File: src/rtl/tf32_arb_if.sv
// Requester-side handshake bundle for the shared TF32 multiplier arbiter.
// Operand buses pack requester i into bits [19i+18:19i].
interface tf32_arb_if #(
  parameter int NUM_REQ = 4
);
  logic [NUM_REQ-1:0]    req_valid;
  logic [NUM_REQ-1:0]    req_ready;
  logic [19*NUM_REQ-1:0] req_a;
  logic [19*NUM_REQ-1:0] req_b;
  logic [NUM_REQ-1:0]    rsp_valid;
  logic [18:0]           rsp_data;

  modport master (
    output req_valid, req_a, req_b,
    input  req_ready, rsp_valid, rsp_data
  );

  modport slave (
    input  req_valid, req_a, req_b,
    output req_ready, rsp_valid, rsp_data
  );
endinterface

File: src/rtl/tf32_mul_arbiter.sv
// Round-robin arbiter feeding a two-stage pipelined TF32 multiplier (RNE, saturating).
// Optional issued-operation counter enabled by defining TF32_ARB_OPCNT_EN.
module tf32_mul_arbiter #(
  parameter int NUM_REQ = 4,
  parameter int ID_W    = 2
) (
  input  logic        clk,
  input  logic        rst,
  tf32_arb_if.slave   bus,
  output logic [15:0] op_count
);

  logic [ID_W-1:0]    ptr;
  logic [NUM_REQ-1:0] grant;
  logic [ID_W-1:0]    grant_id;
  logic               found;
  logic               xfer;
  int                 idx;

  // NOTE: every variable gets a default at the top of always_comb so no path leaves it unassigned (no latch).
  always_comb begin
    grant    = '0;
    grant_id = '0;
    found    = 1'b0;
    idx      = 0;
    for (int k = 0; k < NUM_REQ; k++) begin
      idx = int'(ptr) + k;
      if (idx >= NUM_REQ) idx = idx - NUM_REQ;
      if (!found && bus.req_valid[idx]) begin
        found       = 1'b1;
        grant[idx]  = 1'b1;
        grant_id    = ID_W'(idx);
      end
    end
  end

  assign bus.req_ready = grant;
  assign xfer          = found;

  // Stage 1: captured operands and owner index.
  logic            s1_valid;
  logic [18:0]     s1_a;
  logic [18:0]     s1_b;
  logic [ID_W-1:0] s1_id;

  // TF32 product of the stage-1 operands.
  logic [21:0] prod;
  logic        norm;
  logic [9:0]  mant_t;
  logic        guard;
  logic        sticky;
  logic [10:0] mant_r;
  logic [9:0]  exp_sum;
  logic        sign;
  logic [18:0] prod_res;

  always_comb begin
    prod   = 22'({1'b1, s1_a[9:0]}) * 22'({1'b1, s1_b[9:0]});
    norm   = prod[21];
    if (norm) begin
      mant_t = prod[20:11];
      guard  = prod[10];
      sticky = |prod[9:0];
    end else begin
      mant_t = prod[19:10];
      guard  = prod[9];
      sticky = |prod[8:0];
    end
    mant_r  = {1'b0, mant_t} + 11'(guard & (sticky | mant_t[0]));
    // Biased sum still carries the +127 excess; a rounding carry bumps the exponent.
    exp_sum = 10'(s1_a[17:10]) + 10'(s1_b[17:10]) + 10'(norm) + 10'(mant_r[10]);
    sign    = s1_a[18] ^ s1_b[18];
    if (s1_a[17:0] == '0 || s1_b[17:0] == '0)
      prod_res = '0;
    else if (exp_sum >= 10'd382)
      prod_res = {sign, 8'hFE, 10'h3FF};
    else if (exp_sum <= 10'd127)
      prod_res = '0;
    else
      prod_res = {sign, 8'(exp_sum - 10'd127), mant_r[9:0]};
  end

  logic [NUM_REQ-1:0] rsp_valid_q;
  logic [18:0]        rsp_data_q;

  // NOTE: sequential state uses non-blocking assignments so all registers update from pre-edge values.
  always_ff @(posedge clk) begin
    if (rst) begin
      ptr         <= '0;
      s1_valid    <= 1'b0;
      rsp_valid_q <= '0;
      rsp_data_q  <= '0;
    end else begin
      s1_valid    <= xfer;
      if (xfer)
        ptr <= (grant_id == ID_W'(NUM_REQ - 1)) ? '0 : grant_id + 1'b1;
      rsp_valid_q <= s1_valid ? (NUM_REQ'(1) << s1_id) : '0;
      rsp_data_q  <= prod_res;
    end
  end

  // NOTE: stage-1 payload is qualified by s1_valid, so it needs no reset.
  always_ff @(posedge clk) begin
    if (xfer) begin
      s1_a  <= bus.req_a[19*grant_id +: 19];
      s1_b  <= bus.req_b[19*grant_id +: 19];
      s1_id <= grant_id;
    end
  end

  assign bus.rsp_valid = rsp_valid_q;
  assign bus.rsp_data  = rsp_data_q;

`ifdef TF32_ARB_OPCNT_EN
  logic [15:0] op_cnt_q;

  always_ff @(posedge clk) begin
    if (rst)
      op_cnt_q <= '0;
    else if (xfer)
      op_cnt_q <= op_cnt_q + 16'd1;
  end

  assign op_count = op_cnt_q;
`else
  assign op_count = '0;
`endif

endmodule

File: src/flat_wrapper.sv
// flat-port wrapper written by rule: the top's interface ports become plain ports
module tf32_mul_arbiter_flat 
#(
  parameter int NUM_REQ = 4,
  parameter int ID_W    = 2
)
  (clk, rst, op_count, bus_req_valid, bus_req_a, bus_req_b, bus_req_ready, bus_rsp_valid, bus_rsp_data);
  tf32_arb_if #(.NUM_REQ(NUM_REQ)) bus_i ();
  input  logic clk;
  input  logic rst;
  output logic [15:0] op_count;
  input wire logic [$bits(bus_i.req_valid)-1:0] bus_req_valid;
  input wire logic [$bits(bus_i.req_a)-1:0] bus_req_a;
  input wire logic [$bits(bus_i.req_b)-1:0] bus_req_b;
  output wire logic [$bits(bus_i.req_ready)-1:0] bus_req_ready;
  output wire logic [$bits(bus_i.rsp_valid)-1:0] bus_rsp_valid;
  output wire logic [$bits(bus_i.rsp_data)-1:0] bus_rsp_data;
  assign bus_i.req_valid = bus_req_valid;
  assign bus_i.req_a = bus_req_a;
  assign bus_i.req_b = bus_req_b;
  assign bus_req_ready = bus_i.req_ready;
  assign bus_rsp_valid = bus_i.rsp_valid;
  assign bus_rsp_data = bus_i.rsp_data;
  tf32_mul_arbiter #(.NUM_REQ(NUM_REQ), .ID_W(ID_W)) u_core (.clk(clk), .rst(rst), .bus(bus_i), .op_count(op_count));
endmodule
File: config.mk
export PLATFORM = sky130hd
export DESIGN_NAME = tf32_mul_arbiter_flat
export DESIGN_NICKNAME = d
export VERILOG_FILES = /design/src/rtl/tf32_arb_if.sv /design/src/rtl/tf32_mul_arbiter.sv /design/src/flat_wrapper.sv
export SDC_FILE = /design/constraint.sdc
export NUM_CORES = 1
export LEC_CHECK = 0
export ABC_AREA = 0
export CAP_MARGIN = 10
export CORE_MARGIN = 8
export CORE_UTILIZATION = 53
export DETAILED_ROUTE_END_ITERATION = 10
export PLACE_DENSITY = 0.83
export SLEW_MARGIN = 25
export SYNTH_ARGS = -nofsm -noshare
export SYNTH_HDL_FRONTEND = slang
export SYNTH_SLANG_ARGS = --single-unit
File: constraint.sdc
create_clock -name clk -period 9.9 [get_ports clk]
set_clock_uncertainty 0.05 [all_clocks]
set_input_delay 1.98 -clock clk [delete_from_list [all_inputs] [get_ports clk]]
set_output_delay 1.98 -clock clk [all_outputs]
set_load 0.02 [all_outputs]
# Yosys cells after proc, flatten, opt, wreduce, memory -nomap -nowiden
# Index checks and enable logic that the tools add are counted.
dict set report word_totals {
  out_inout_bits 43
  inputBits 158
  register_bits 66
}
dict set report classes {
  n_reduce_logical 18
  add_sub_neg 13
  n_eq_ne 1
  shift 3
  magnitude_cmp 14
  n_bitwise 7
  multipliers 2
  n_mux 42
}
# cell count
set ops {}
lappend ops {{variable part select 76 x 8 -> 19 bit} 2}
lappend ops {{greater-or-equal comparator 32 x 1 -> 1 bit, second input constant} 4}
lappend ops {{less-than comparator 32 x 4 -> 1 bit, second input constant} 4}
lappend ops {{two-way mux 32 bit} 4}
lappend ops {{greater-or-equal comparator 32 x 4 -> 1 bit, second input constant} 3}
lappend ops {{subtractor 32 x 4 -> 32 bit, second input constant} 3}
lappend ops {{two-way mux 19 bit} 2}
lappend ops {{logical NOT 18 bit} 2}
lappend ops {{multiplier 11 x 11 -> 22 bit} 1}
lappend ops {{adder 10 x 1 -> 10 bit} 2}
lappend ops {{two-way mux 1 bit} 18}
lappend ops {{two-way mux 4 bit} 4}
lappend ops {{OR 4 bit} 3}
lappend ops {{adder 10 x 11 -> 11 bit} 1}
lappend ops {{AND 1 x 11 -> 11 bit} 1}
lappend ops {{greater-or-equal comparator 10 x 9 -> 1 bit, second input constant} 1}
lappend ops {{less-or-equal comparator 10 x 7 -> 1 bit, second input constant} 1}
lappend ops {{two-way mux 10 bit} 1}
lappend ops {{two-way mux 2 bit} 5}
lappend ops {{OR reduction 10 bit} 1}
lappend ops {{adder 8 x 8 -> 9 bit} 1}
lappend ops {{OR reduction 9 bit} 1}
lappend ops {{binary-select mux 1 bit (select 2 bit)} 4}
lappend ops {{demux 1 bit (select 2 bit)} 4}
lappend ops {{17 further kinds} 27}

# Logic depth before layout (Yosys ltp)
# Gate-level depths: netlist of run 1.
dict set report logic_depth {
  word_depth 17
  ltp_mapped 38
  ltp_nobuf 34
}

# Least setup slack after synthesis of run 1
# Ideal clock, no wire load.
dict set report synth_timing {
  path_kind {reg-to-reg}
  from {reg u_core.s1_b[8]}
  to {reg u_core.rsp_data_q[8] (netlist: u_core.bus.rsp_data[8])}
  path_stages_with_launch 37
  setup_ns 0.091
  arrival_ns 8.477
  t_required_ns 9.759
  slack_ns 1.282
  period_less_slack_ns 8.618
  cell_sequence {edfxtp_1 clkbuf_1 and2_1 fa_1 inv_1 fa_1 inv_1 fa_1 fa_1 inv_1 fa_1 inv_1 ha_1 nand3_1 a211oi_1 o21ai_0 a31oi_2 nor2_1 inv_2 clkbuf_1 nand2_1 a21oi_1 ha_1 inv_1 or4_1 nor3_1 fa_1 ha_1 o211ai_1 nor4_1 a31oi_1 nor4b_1 a211oi_1 buf_2 nand3_1 mux2i_1 a311oi_1}
}
dict set report synth_via {
  elab_chain_cells 10
}
# item line_no
set synth_rtl {}
lappend synth_rtl {{start, declared} tf32_mul_arbiter.sv:43} ;# logic [18:0] s1_b;
lappend synth_rtl {{start signal, assigned} tf32_mul_arbiter.sv:106} ;# s1_b <= bus.req_b[19*grant_id +: 19];
lappend synth_rtl {{multiplier 11 x 11 -> 22 bit} tf32_mul_arbiter.sv:58} ;# prod = 22'({1'b1, s1_a[9:0]}) * 22'({1'b1, s1_b[9:0]});
lappend synth_rtl {{OR reduction 10 bit / OR reduction 9 bit (equally long branches)} {tf32_mul_arbiter.sv:63, tf32_mul_arbiter.sv:67}}
lappend synth_rtl {{two-way mux 1 bit} tf32_mul_arbiter.sv:60} ;# if (norm) begin
lappend synth_rtl {{OR 1 bit} tf32_mul_arbiter.sv:69} ;# mant_r = {1'b0, mant_t} + 11'(guard & (sticky | mant_t[0]));
lappend synth_rtl {{AND 1 x 11 -> 11 bit} tf32_mul_arbiter.sv:69}
lappend synth_rtl {{adder 10 x 11 -> 11 bit} tf32_mul_arbiter.sv:69}
lappend synth_rtl {{adder 10 x 1 -> 10 bit} tf32_mul_arbiter.sv:71} ;# exp_sum = 10'(s1_a[17:10]) + 10'(s1_b[17:10]) + 10'(norm) + 10'(mant_r[10]);
lappend synth_rtl {{less-or-equal comparator 10 x 7 -> 1 bit} tf32_mul_arbiter.sv:77} ;# else if (exp_sum <= 10'd127)
lappend synth_rtl {{two-way mux 19 bit} tf32_mul_arbiter.sv:77}
lappend synth_rtl {{two-way mux 19 bit} tf32_mul_arbiter.sv:75} ;# else if (exp_sum >= 10'd382)
lappend synth_rtl {{end signal, assigned} tf32_mul_arbiter.sv:98} ;# rsp_data_q <= prod_res;
lappend synth_rtl {{end, declared} tf32_mul_arbiter.sv:84} ;# logic [18:0] rsp_data_q;
# Several ways; a longest one is shown, not always the timed one.
# A chain may end at the register's enable or synchronous reset.

# Worst setup path after layout of run 1
dict set report layout_timing {
  from {reg u_core.s1_b[9]}
  to {reg u_core.rsp_data_q[3] (netlist: u_core.bus.rsp_data[3])}
}
dict set report layout_via {
  elab_chain_cells 10
}
# item line_no
set layout_rtl {}
lappend layout_rtl {{multiplier 11 x 11 -> 22 bit} tf32_mul_arbiter.sv:58}
lappend layout_rtl {{OR reduction 10 bit} tf32_mul_arbiter.sv:63} ;# sticky = |prod[9:0];
lappend layout_rtl {{two-way mux 1 bit} tf32_mul_arbiter.sv:60}
lappend layout_rtl {{OR 1 bit} tf32_mul_arbiter.sv:69}
lappend layout_rtl {{AND 1 x 11 -> 11 bit} tf32_mul_arbiter.sv:69}
lappend layout_rtl {{adder 10 x 11 -> 11 bit} tf32_mul_arbiter.sv:69}
lappend layout_rtl {{adder 10 x 1 -> 10 bit} tf32_mul_arbiter.sv:71}
lappend layout_rtl {{less-or-equal comparator 10 x 7 -> 1 bit} tf32_mul_arbiter.sv:77}
lappend layout_rtl {{two-way mux 19 bit} tf32_mul_arbiter.sv:77}
lappend layout_rtl {{two-way mux 19 bit} tf32_mul_arbiter.sv:75}
# Several ways; a longest one is shown, not always the timed one.

==> results of run 1 <==
-- state kept, by name, indices dropped and copies added, names as in the netlist, named ones only --
| register | flops |
|---|---|
| u_core.bus.rsp_data | 19 |
| u_core.s1_a | 19 |
| u_core.s1_b | 19 |
| u_core.bus.rsp_valid | 4 |
| u_core.s1_id | 2 |
| u_core.ptr | 1 |
| u_core.s1_valid | 1 |
-- layout by cell type (no fill, tap or decap), types with 4 or more instances in the layout --
cell type / synthesis / final
a211oi_1: 50 / 49
a21o_1: 7 / 7
a21oi_1: 74 / 73
a221o_1: 4 / 4
a22oi_1: 7 / 7
a31oi_1: 5 / 5
and2_1: 43 / 43
and3_1: 4 / 4
buf_4: 16 / 7
clkbuf_16: 0 / 11
clkdlybuf4s50_1: 0 / 184
conb_1: 1 / 16
dfxtp_1: 26 / 26
edfxtp_1: 40 / 40
fa_1: 82 / 82
ha_1: 79 / 79
inv_1: 133 / 133
mux2i_1: 45 / 45
nand2_1: 79 / 79
nand2b_1: 8 / 8
nand3_1: 18 / 18
nand4_1: 7 / 7
nor2_1: 49 / 49
nor2b_1: 43 / 43
nor3_1: 12 / 12
nor4_1: 15 / 13
o2111ai_1: 7 / 7
o211ai_1: 7 / 7
o21a_1: 4 / 4
o21ai_0: 16 / 16
o22ai_1: 7 / 7
xnor2_1: 20 / 20
xor2_1: 15 / 15
-- final timing paths --
check                            start                            endpoint  slack, ps  depth (start not counted)
max           u_core.s1_b[9]$_DFFE_PP_   u_core.bus.rsp_data[3]$_SDFF_PP0_        630                         36
min          u_core.s1_id[1]$_DFFE_PP_  u_core.bus.rsp_valid[1]$_SDFF_PP0_        420                          1
max reg2reg   u_core.s1_b[9]$_DFFE_PP_   u_core.bus.rsp_data[3]$_SDFF_PP0_        630                         36
min reg2reg  u_core.s1_id[1]$_DFFE_PP_  u_core.bus.rsp_valid[1]$_SDFF_PP0_        420                          1
-- layout make-up --
type	instances	area, um^2	share of cell area
Multi-Input combinational cell	775	6530	0.580
Timing Repair Buffer	191	1890	0.168
Sequential cell	66	1720	0.153
Inverter	134	503	0.0447
Clock buffer	11	275	0.0245
Tap cell	220	275	0.0245
Clock inverter	5	62.6	0.00556
-- cells in the mapped netlist, types with 3 or more instances --
cell type,n
a2111oi_0,3
a211oi_1,50
a21o_1,7
a21oi_1,74
a221o_1,4
a22oi_1,7
a311oi_1,3
a31oi_1,5
and2_1,43
and3_1,4
and3b_1,3
buf_2,8
buf_4,16
clkbuf_1,43
dfxtp_1,26
edfxtp_1,40
fa_1,82
ha_1,79
inv_1,133
mux2i_1,45
nand2_1,79
nand2b_1,8
nand3_1,18
nand4_1,7
nor2_1,49
nor2b_1,43
nor3_1,12
nor3b_1,3
nor4_1,15
nor4b_1,3
o2111ai_1,7
o211ai_1,7
o21a_1,4
o21ai_0,16
o21bai_1,3
o22ai_1,7
o31ai_1,3
or2_2,3
or3_1,3
or4_1,3
xnor2_1,20
xor2_1,15
-- metrics by stage --
| stage | setup TNS, ps | worst slack [ps] |
|---|---|---|
| 2_1_floorplan | 0 | 1280 |
| 3_3_place_gp | 0 | 931 |
| 3_5_place_dp | 0 | 549 |
| 4_1_cts | 0 | 520 |
| 5_1_grt | -17.0 | -6.85 |
| 6_report | 0 | 634 |
-- critical path: cells and delay by family (launching register included) --
kind	cells	cell delay (ps)
buffers and inverters	10	1190
AOI/OAI and AO/OA	8	1810
and+or+nand+nor	9	1920
adders and majority gates	9	3650
DFF	1	550
-- kinds of logic (layout without fill, tap and decap cells) --
family / Yosys count / in the layout
other: 1 / 16
buffers and inverters: 204 / 341
AND/OR/NAND/NOR: 298 / 298
multiplexers: 45 / 45
adder cells (fa/ha/maj): 161 / 161
AO/OA/AOI/OAI: 219 / 219
flip-flops: 66 / 66
XOR/XNOR: 36 / 36
-- per-layer routing --
metal	vias to the layer above	track usage
met5	-	0
met1	3724	0.282
met4	0	0.0459
met3	27	0.0729
li1	3802	-
met2	290	0.413
==> out/metrics.yaml, run 1 <==
route:
  vias: 7843
  routed.top_layer: "met4"
  first_iter_violations: 441
  firstDrtPassIters: 5
  final_antenna_net_count: 0
  drc: 0
  via_per_inst: 5.59
  wl_met1_mm: 10.7
  wl_met3_mm: 2.10
  routed_wl_mm: 25.6
  wire_per_inst_um: 18.2
  wl_met2_mm: 12.5
run_status:
  status: "finished, final reports clean"
clock_tree:
  cts_resized: 0
  cts_sinks: 66
  numCtsBuffers: 9
  holdBufCountCts: 0
  clk_pin_slew_ps: 70
  clockBufferDepth: 2
  post_cts_buffers: 0
  htree_levels: 3
  cts-root-buf: "clkbuf_16"
  clk_latency_ps: 350
  cts_tree: "yes"
finish:
  antennaDiodeCount: 0
  stdcell_count: 1402
  nets: 1496
  final_util: 0.679
  n_fill_cell: 1337
  final_cell_area_um2: 11300
  drive_gt1_frac: 0.0313
  area_growth_pct: 25.1
yosys:
  yosysSeqAreaShare: 0.191
  synth_xor_area_frac: 0.0367
  async_reset_ff_frac: 0
  synth_area_um2: 9000
  synth-simple-area-share: 0.170
  synth_ff_type: "edfxtp_1"
  synth_top_family_by_area: "adder cells"
  synth_fa_ha_area_frac: 0.292
  post-synth-top-area-fraction: 0.182
  synth_edf_count: 40
  syn-instance-count: 1030
  synthDistinctLibCells: 65
  synthTopCellsByArea: "fa_1 (18%), edfxtp_1 (13%), ha_1 (11%)"
  synthMuxAreaShare: 0.0501
  synth_warnings: 0
  ys_ff_latch: 66
  synth_compound_area_frac: 0.165
  yosysTopAreaCell: "fa_1"
  synth_area_per_cell_um2: 8.74
setup_path:
  cp_max_fo: 16
  max_stage_delay_ps: 560
  cp.arrival_ps: 9480
  path_class: "register to register"
  cp_slowest_cell: "or4_1"
  cp-end-kind: "register"
  cp.required_ps: 10120
  cpMostUsedCell: "inv_1"
  start_kind: "register"
global_routing:
  grt_antenna_before_repair: 0
  grt_pass1_wl_mm: 41.1
  grt_usage: 0.237
  grt_pass1_vias: 8102
  grt_overflow: 0
  grt_max_degree: 88
placement:
  dp_hpwl_mm: 21.3
  dpl_cell_area_um2: 10900
  gp_congestion: 0.920
  port_buffers: 184
  dp_cells: 1386
timing:
  finalCritPeriodShare: 0.936
  slew_viol_final: 0
  fmax_mhz: 108
  setup_viol: 0
  post-route-min-period_ps: 9270
  whs_ps: 418
  max_slew.worst_pin.slew_ps: 968
  slew_headroom: 0.355
  hold_viol: 0
floorplan:
  core_um2: 16600
  initial_utilization: 0.543
  std_cell_rows: 47
  die_w_um: 146
  die_y_um: 146
  dieArea_um2: 21400
  ios: 201
min_path:
  hp-class: "register to register"
run:
  cap_viol_max_count: 0
Power of run 1 is not shown: default switching activity piles up to over one toggle a cycle in this logic, so the estimate is an artifact.
==> inputs of run 2 (changes only) <==
- PLACE_DENSITY: 0.83 -> 0.95
- clock period: 9.9 -> 9.3 ns (I/O delays scaled with it)
==> run 2 against run 1 <==
Sequential share of layout area fell by 0.058 points. Non-clock buffer count is 8 higher. Core utilization is 0.26 points higher. Sequential cell count did not move. Register-to-register slack worse by 190 ps. Fmax grew 4.7%. Die area unchanged. First-iteration DRC count grew 68%. Critical path depth stayed put. Final area rose by 0.38%. Cell count grew 0.57%. Routed wire length is 3.9% higher. Critical path type unchanged.
==> out/metrics.yaml, run 2 (synthesis results as in run 1) <==
run:
  cap_viol_max_count: 0
global_routing:
  grt_overflow: 0
  grt_antenna_before_repair: 0
  grt_max_degree: 89
  grt_pass1_vias: 8348
  grt_pass1_wl_mm: 42.2
  grt_usage: 0.242
floorplan:
  die_w_um: 146
  ios: 201
  dieArea_um2: 21400
  core_um2: 16600
  die_y_um: 146
  initial_utilization: 0.543
  std_cell_rows: 47
clock_tree:
  holdBufCountCts: 0
  clockBufferDepth: 2
  cts_tree: "yes"
  htree_levels: 3
  cts-root-buf: "clkbuf_16"
  clk_latency_ps: 340
  cts_sinks: 66
  clk_pin_slew_ps: 50
  numCtsBuffers: 9
min_path:
  min_delay_path_depth: 1
  min_delay_worst_endpoint: "u_core.bus.rsp_valid[2]$_SDFF_PP0_"
  hp-class: "register to register"
  min_from: "u_core.s1_id[0]$_DFFE_PP_"
route:
  via_per_inst: 5.71
  vias: 8058
  first_iter_violations: 739
  final_antenna_net_count: 0
  wire_per_inst_um: 18.8
  firstDrtPassIters: 5
  drc: 0
  routed_wl_mm: 26.6
run_status:
  status: "finished, final reports clean"
setup_path:
  r2r-start: "u_core.s1_a[1]$_DFFE_PP_"
  rrSetupSlack_ps: 450
  cp_max_fo: 16
  cp.required_ps: 9480
  path_class: "register to register"
  cp.arrival_ps: 9030
  cp_slowest_cell: "or4_1"
  start_kind: "register"
  r2r_cells: 36
  max_stage_delay_ps: 570
  reg2reg_to: "u_core.bus.rsp_data[8]$_SDFF_PP0_"
  cp-end-kind: "register"
placement:
  dp_hpwl_mm: 21.9
  pre_cts_slack_ps: -280
  dp_cells: 1389
  gp_congestion: 0.916
  port_buffers: 184
finish:
  final_common_cell: "clkdlybuf4s50_1"
  antennaDiodeCount: 0
  nets: 1504
  final_cell_mix: "clkdlybuf4s50_1 (184), inv_1 (133), fa_1 (82), nand2_1 (79), ha_1 (79)"
  area_growth_pct: 25.6
  stdcell_count: 1410
  drive_gt1_frac: 0.0412
timing:
  slew_headroom: 0.336
  tns_ps: 0
  worst_slack_ps: 449
  finalCritPeriodShare: 0.952
  post-route-min-period_ps: 8850
  max_slew.worst_pin.slew_ps: 995
  fmax_mhz: 113
  hold_viol: 0
  setup_viol: 0
  slew_viol_final: 0
-- run 2: cell types whose count changed in the layout (fill, tap and decap cells not counted), moves of 2 or more --
cell       change
buf_4          +8
a211oi_1       -2
clkbuf_16      -2
clkinv_2       +2
inv_4          +2
inv_6          -2
nor4_1         +2
nor4_2         -2
-- run 2: cell type report --
class,instances,area [um^2]
sequential,66,1720
inverter,134,505
fill,1242,5280
multi-input combinational,775,6560
clock inverter,6,40.0
tap,220,275
timing repair buffer,199,1950
clock buffer,10,239
-- run 2: worst max path at each step --
stage / slack (ps) / startpoint / endpoint / cells past startpoint
6_report: 450 / u_core.s1_a[1]$_DFFE_PP_ / u_core.bus.rsp_data[8]$_SDFF_PP0_ / 36
3_3_place_gp: 150 / u_core.s1_a[2]$_DFFE_PP_ / u_core.bus.rsp_data[7]$_SDFF_PP0_ / 33
4_1_cts: 80 / u_core.s1_a[1]$_DFFE_PP_ / u_core.bus.rsp_data[7]$_SDFF_PP0_ / 34
2_1_floorplan: 680 / u_core.s1_b[8]$_DFFE_PP_ / u_core.bus.rsp_data[8]$_SDFF_PP0_ / 36
3_5_place_dp: -280 / u_core.s1_a[1]$_DFFE_PP_ / u_core.bus.rsp_data[7]$_SDFF_PP0_ / 34
5_1_grt: -20 / u_core.s1_a[1]$_DFFE_PP_ / u_core.bus.rsp_data[8]$_SDFF_PP0_ / 36
-- run 2: metal layers --
metal / routed length (um) / share of wire / track usage / vias to the layer above
li1: - / - / - / 3817
met1: 10600 / 0.40 / 0.284 / 3831
met2: 13300 / 0.50 / 0.422 / 365
met3: 2010 / 0.076 / 0.0643 / 45
met4: 640 / 0.024 / 0.0809 / 0
met5: 0 / 0 / 0 / -
-- run 2: timing repair --
| item | CTS | global route |
|---|---|---|
| setup buffers | 0 | 5 |
| setup endpoints to repair | 12 | 18 |
| pin swaps | 0 | 1 |
| hold endpoints to repair | 0 | 0 |
| gates resized for setup | 1 | 7 |
-- run 2: metrics by stage --
step | utilization | area, um^2 | hold slack (ps)
after floorplan | - | 9050 | 396
after global routing | 0.681 | 11300 | 482
after global placement | 0.659 | 10900 | 430
after CTS | 0.676 | 11200 | 437
after detailed placement | 0.659 | 10900 | 430
final | 0.681 | 11300 | 440
-- run 2: critical path: cells and delay by family (launching register included) --
| kind | cells | cell delay [ps] |
|---|---|---|
| buf+inv | 9 | 1010 |
| mux | 1 | 70 |
| simple gates | 9 | 1760 |
| flops | 1 | 530 |
| fa+ha+maj | 9 | 3690 |
| compound gates | 8 | 1610 |
Power of run 2 is left out for the same reason.
